File: src/rtl/dma_bus_arbiter.sv
// Hands the system bus between the CPU core and a DMA master via a BUSRQ/BUSAK handshake.
// Grants are capped at MAXHOLD writes, after which the CPU gets the bus back for a CPU_SLOT window.
module dma_bus_arbiter #(
    parameter int MAXHOLD  = 256,
    parameter int CPU_SLOT = 8
) (
    input  logic        clk,
    input  logic        rst_n,
    input  logic        dma_busrq_n,
    output logic        dma_busak_n,
    output logic        cpu_busrq_n,
    input  logic        cpu_busak_n,
    input  logic [15:0] cpu_a,
    input  logic [7:0]  cpu_dout,
    input  logic        cpu_mreq_n,
    input  logic        cpu_iorq_n,
    input  logic        cpu_rd_n,
    input  logic        cpu_wr_n,
    input  logic [15:0] dma_a,
    input  logic [7:0]  dma_dout,
    input  logic        dma_mreq_n,
    input  logic        dma_iorq_n,
    input  logic        dma_rd_n,
    input  logic        dma_wr_n,
    output logic [15:0] bus_a,
    output logic [7:0]  bus_dout,
    output logic        bus_mreq_n,
    output logic        bus_iorq_n,
    output logic        bus_rd_n,
    output logic        bus_wr_n,
    output logic        dma_owner
);

    localparam logic [2:0] S_IDLE    = 3'd0;
    localparam logic [2:0] S_REQ     = 3'd1;
    localparam logic [2:0] S_SWITCH  = 3'd2;
    localparam logic [2:0] S_GRANT   = 3'd3;
    localparam logic [2:0] S_RELEASE = 3'd4;
    localparam logic [2:0] S_YIELD   = 3'd5;

    // The hold counter saturates at FFFFh, so any larger limit simply never triggers.
    localparam logic [16:0] HOLD_LIMIT = (MAXHOLD > 65536) ? 17'h10000 : 17'(MAXHOLD);
    localparam logic [7:0]  SLOT_INIT  = 8'(CPU_SLOT);

    logic [2:0]  state_q, state_d;
    logic        cpu_busrq_n_q, cpu_busrq_n_d;
    logic        dma_busak_n_q, dma_busak_n_d;
    logic        dma_owner_q, dma_owner_d;
    logic [15:0] hold_q, hold_d;
    logic [7:0]  slot_q, slot_d;
    logic        forced_q, forced_d;
    logic        wr_prev_q;

    logic dma_idle;
    logic wr_rise;
    logic hold_limit;

    assign dma_idle   = dma_mreq_n & dma_iorq_n & dma_rd_n & dma_wr_n;
    assign wr_rise    = ~wr_prev_q & dma_wr_n;
    assign hold_limit = (MAXHOLD != 0) && ({1'b0, hold_q} >= HOLD_LIMIT);

    always_comb begin
        // NOTE: every next-state signal gets its hold value first, so no branch can infer a latch.
        state_d       = state_q;
        cpu_busrq_n_d = cpu_busrq_n_q;
        dma_busak_n_d = dma_busak_n_q;
        dma_owner_d   = dma_owner_q;
        hold_d        = hold_q;
        slot_d        = slot_q;
        forced_d      = forced_q;

        case (state_q)
            S_IDLE: begin
                if (!dma_busrq_n) begin
                    state_d       = S_REQ;
                    cpu_busrq_n_d = 1'b0;
                end
            end
            S_REQ: begin
                // A withdrawn request wins over a simultaneous CPU acknowledge.
                if (dma_busrq_n) begin
                    state_d       = S_IDLE;
                    cpu_busrq_n_d = 1'b1;
                end else if (!cpu_busak_n) begin
                    state_d     = S_SWITCH;
                    dma_owner_d = 1'b1;
                end
            end
            S_SWITCH: begin
                state_d       = S_GRANT;
                dma_busak_n_d = 1'b0;
                hold_d        = '0;
            end
            S_GRANT: begin
                if (wr_rise && hold_q != 16'hFFFF) begin
                    hold_d = hold_q + 16'd1;
                end
                // cpu_busak_n is deliberately not looked at here.
                if (dma_busrq_n) begin
                    state_d       = S_RELEASE;
                    dma_busak_n_d = 1'b1;
                    forced_d      = 1'b0;
                end else if (hold_limit && dma_idle) begin
                    state_d       = S_RELEASE;
                    dma_busak_n_d = 1'b1;
                    forced_d      = 1'b1;
                end
            end
            S_RELEASE: begin
                if (dma_idle) begin
                    dma_owner_d   = 1'b0;
                    cpu_busrq_n_d = 1'b1;
                    if (forced_q) begin
                        state_d = S_YIELD;
                        slot_d  = SLOT_INIT;
                    end else begin
                        state_d = S_IDLE;
                    end
                end
            end
            S_YIELD: begin
                if (slot_q == 8'd0) begin
                    state_d = S_IDLE;
                end else begin
                    slot_d = slot_q - 8'd1;
                end
            end
            default: begin
                state_d       = S_IDLE;
                cpu_busrq_n_d = 1'b1;
                dma_busak_n_d = 1'b1;
                dma_owner_d   = 1'b0;
            end
        endcase
    end

    always_ff @(posedge clk) begin
        // NOTE: sequential state uses non-blocking assignments so all registers update together.
        if (!rst_n) begin
            state_q       <= S_IDLE;
            cpu_busrq_n_q <= 1'b1;
            dma_busak_n_q <= 1'b1;
            dma_owner_q   <= 1'b0;
            hold_q        <= '0;
            slot_q        <= '0;
            forced_q      <= 1'b0;
            wr_prev_q     <= 1'b1;
        end else begin
            state_q       <= state_d;
            cpu_busrq_n_q <= cpu_busrq_n_d;
            dma_busak_n_q <= dma_busak_n_d;
            dma_owner_q   <= dma_owner_d;
            hold_q        <= hold_d;
            slot_q        <= slot_d;
            forced_q      <= forced_d;
            wr_prev_q     <= dma_wr_n;
        end
    end

    assign dma_busak_n = dma_busak_n_q;
    assign cpu_busrq_n = cpu_busrq_n_q;
    assign dma_owner   = dma_owner_q;

    // The data path switches combinationally; only the ownership flag is registered.
    assign bus_a      = dma_owner_q ? dma_a      : cpu_a;
    assign bus_dout   = dma_owner_q ? dma_dout   : cpu_dout;
    assign bus_mreq_n = dma_owner_q ? dma_mreq_n : cpu_mreq_n;
    assign bus_iorq_n = dma_owner_q ? dma_iorq_n : cpu_iorq_n;
    assign bus_rd_n   = dma_owner_q ? dma_rd_n   : cpu_rd_n;
    assign bus_wr_n   = dma_owner_q ? dma_wr_n   : cpu_wr_n;

endmodule

File: config.mk
export PLATFORM = sky130hd
export DESIGN_NAME = dma_bus_arbiter
export DESIGN_NICKNAME = d
export VERILOG_FILES = /design/src/rtl/dma_bus_arbiter.sv
export SDC_FILE = /design/constraint.sdc
export NUM_CORES = 1
export LEC_CHECK = 0
export BUFFER_PORTS_ARGS = -buffer_cell sky130_fd_sc_hd__buf_2
export CAP_MARGIN = 20
export CORE_MARGIN = 1
export CORE_UTILIZATION = 34
export DETAILED_ROUTE_END_ITERATION = 16
export MAX_ROUTING_LAYER = met4
export PLACE_DENSITY = 0.62
export RECOVER_POWER = 25
export SYNTH_ARGS = -nofsm -noshare
export SYNTH_HDL_FRONTEND = slang
export SYNTH_SLANG_ARGS = --single-unit
File: constraint.sdc
create_clock -name clk -period 2.82 [get_ports clk]
set_clock_uncertainty 0.05 [all_clocks]
set_input_delay 0.141 -clock clk [delete_from_list [all_inputs] [get_ports clk]]
set_output_delay 0.141 -clock clk [all_outputs]
set_load 0.005 [all_outputs]
==> flow_metrics.tcl <==
set metrics [dict create \
    viasPerCell 5.45 \
    whs_ns 0.0578 \
    cts_tree "yes" \
    drt-pass1-iter-count 4 \
    synthToLayoutAreaGrowth_pct 28.0 \
    tns_ns 0 \
    yosysWarnings 0 \
    clock_sinks 32 \
    synth_edf_count 0 \
    syn_avg_cell_area_um2 8.64 \
    synthFlopType "dfxtp_1" \
    tightest_slew_ns 0.833 \
    finalCritPeriodShare 0.855 \
    cts_root_buffer "clkbuf_8" \
    drt_iter0_drc 103 \
    grt_pass1_wl_um 8360 \
    synth_top_cell_by_area "dfxtp_1" \
    fillers 599 \
    ys_seq_elements 32 \
    crit_slowest_cell "dfxtp_1" \
    setup_viol 0 \
    ant_nets 0 \
    grt_pass1_vias 1892 \
    dpl.hpwl_um 4190 \
    final_common_cell "buf_2" \
    num_rows 28 \
    post_cts_resize_count 0 \
    multiInputGateArea_um2 1420 \
    vias 2234 \
    end_kind "primary output" \
    critical_path.max_fanout 17 \
    clk_path_buf_depth 2 \
    gp_congestion 0.816 \
    routed_wl_um 5540 \
    crit_required_ns 2.63 \
    clk_pin_slew_ns 0.08 \
    final_area_um2 2780 \
    hp-class "primary input to register" \
    ir_drop_uv 281 \
    dp_cells 402 \
    met2_usage 0.262 \
    grt.overflow.total 0 \
    globalRouteMet1Util 0.207 \
    seqCellArea_um2 641 \
    nets 398 \
    dpl-instance-area_um2 2680 \
    syn_inst 251 \
    netlist_area_um2 2170 \
    rsz0062_at_grt "false" \
    synth_top_cell_area_share 0.295 \
    ys_types 50 \
    post_cts_buffers 0 \
    ios 91 \
    die_w_um 81.9 \
    h-tree-depth 2 \
    status "completed" \
    wl_per_cell_um 13.5 \
    critPathTopFamily "buffers and inverters" \
    crit_type "register to primary output" \
    layout-drive-gt1-share 0.391 \
    cp.buffers_inverters 2 \
    grtUsageTotal 0.165 \
    startpoint_type "register" \
    cp.arrival_ns 2.22 \
    synthTopCellsByArea "dfxtp_1, mux2_2, a21oi_1, or4_1, mux2i_1" \
    fin_cells 410 \
    cpPeakStageDelay_ns 0.70 \
    ys_seq_area_frac 0.295 \
    antenna_cells 0 \
    syn-num-nets 315 \
    fmaxAchievable_ghz 0.415 \
    core_region_area_um2 6030 \
    route.detailed.drc 0 \
    async_reset_ff_frac 0 \
    io_buffers 90 \
    clk_latency_ns 0.28 \
    cts_buffers 5 \
    die_h_um 81.9 \
    p_leak_uw 0.00109 \
    path_cells "clkbuf_1, mux2_2, buf_2" \
    power.density_nw_per_um2 490 \
    post-route-min-period_ns 2.41 \
    antenna_found_initial 0 \
    use_met3 0.0389 \
    relSlewSlack 0.445 \
    initial_core_util 0.360 \
    fp.dieArea_um2 6700 \
    grt_max_degree 18 \
    hold_viol 0 \
    hold_buffers 0 \
    drv_slew 0 \
    drv_cap 0 \
    busiest_layer "met2" \
    layout_common_cells "buf_2, dfxtp_1, mux2_2, a21oi_1, nand2_1" \
]
-- Yosys cell counts, types with 5 or more instances --
library cell	n
nand4_1	8
o31ai_1	10
nand2b_1	9
nor2_1	7
or4_1	12
dfxtp_1	32
clkbuf_1	12
o211ai_1	5
inv_1	9
nand2_1	18
nor4_1	6
or3_1	5
mux2i_1	8
a21oi_1	22
mux2_2	28
-- per-layer routing --
layer,vias up,share of wire
met3,7,0.072
li1,1131,-
met5,-,0
met4,0,0.010
met1,1024,0.44
met2,72,0.48
-- per-stage QoR --
stage,worst slack (ns),total power (uW),utilization
after detailed placement,0.601,930,0.444
after global routing,0.240,1450,0.461
after floorplan,0.856,782,-
after CTS,0.593,1380,0.462
after global placement,0.657,927,0.444
final,0.409,1360,0.461
-- registers in the layout (all words and copies together), names as in the netlist --
signal	cells
cpu_busrq_n	1
dma_busak_n	1
dma_owner	1
forced_q	1
hold_q	16
slot_q	8
state_q	3
wr_prev_q	1
-- worst reg2reg max path, stage by stage (launching register included) --
cell      delay, ns
dfxtp_1        0.58
nand3b_4       0.14
or4_1          0.70
or4_1          0.56
a21oi_1        0.15
-- cells by family (layout without fill, tap and decap cells) --
group / count (synthesis) / count (layout) / synth area share
AOI/OAI and AO/OA: 61 / 61 / 0.192
adders and majority gates: 4 / 4 / 0.0231
buffers and inverters: 28 / 112 / 0.0536
DFF: 32 / 32 / 0.295
muxes: 36 / 36 / 0.182
and+or+nand+nor: 90 / 90 / 0.254
-- power by group --
| part | switching, uW | total, uW | internal, uW |
|---|---|---|---|
| clock | 184 | 445 | 262 |
| combinational | 178 | 407 | 229 |
| sequential | 38.3 | 508 | 470 |
| total | 400 | 1360 | 960 |
-- path summary, 6_finish.rpt --
kind               end  depth (start not counted)       start  slack, ns
max          bus_a[13]                          3   dma_owner       0.41
min reg2reg  slot_q[1]                          2   slot_q[1]       0.43
max reg2reg  hold_q[9]                          4  state_q[0]       0.58
min          wr_prev_q                          2    dma_wr_n       0.06
-- final cells by class --
cell class / count / area share
inverters: 9 / 0.0122
repair buffers: 95 / 0.172
flip-flops and latches: 32 / 0.231
well taps: 75 / 0.0338
clock inverters: 3 / 0.0153
clock buffers: 5 / 0.0248
multi-input cells: 191 / 0.511
(Power assumes the default switching activity.)
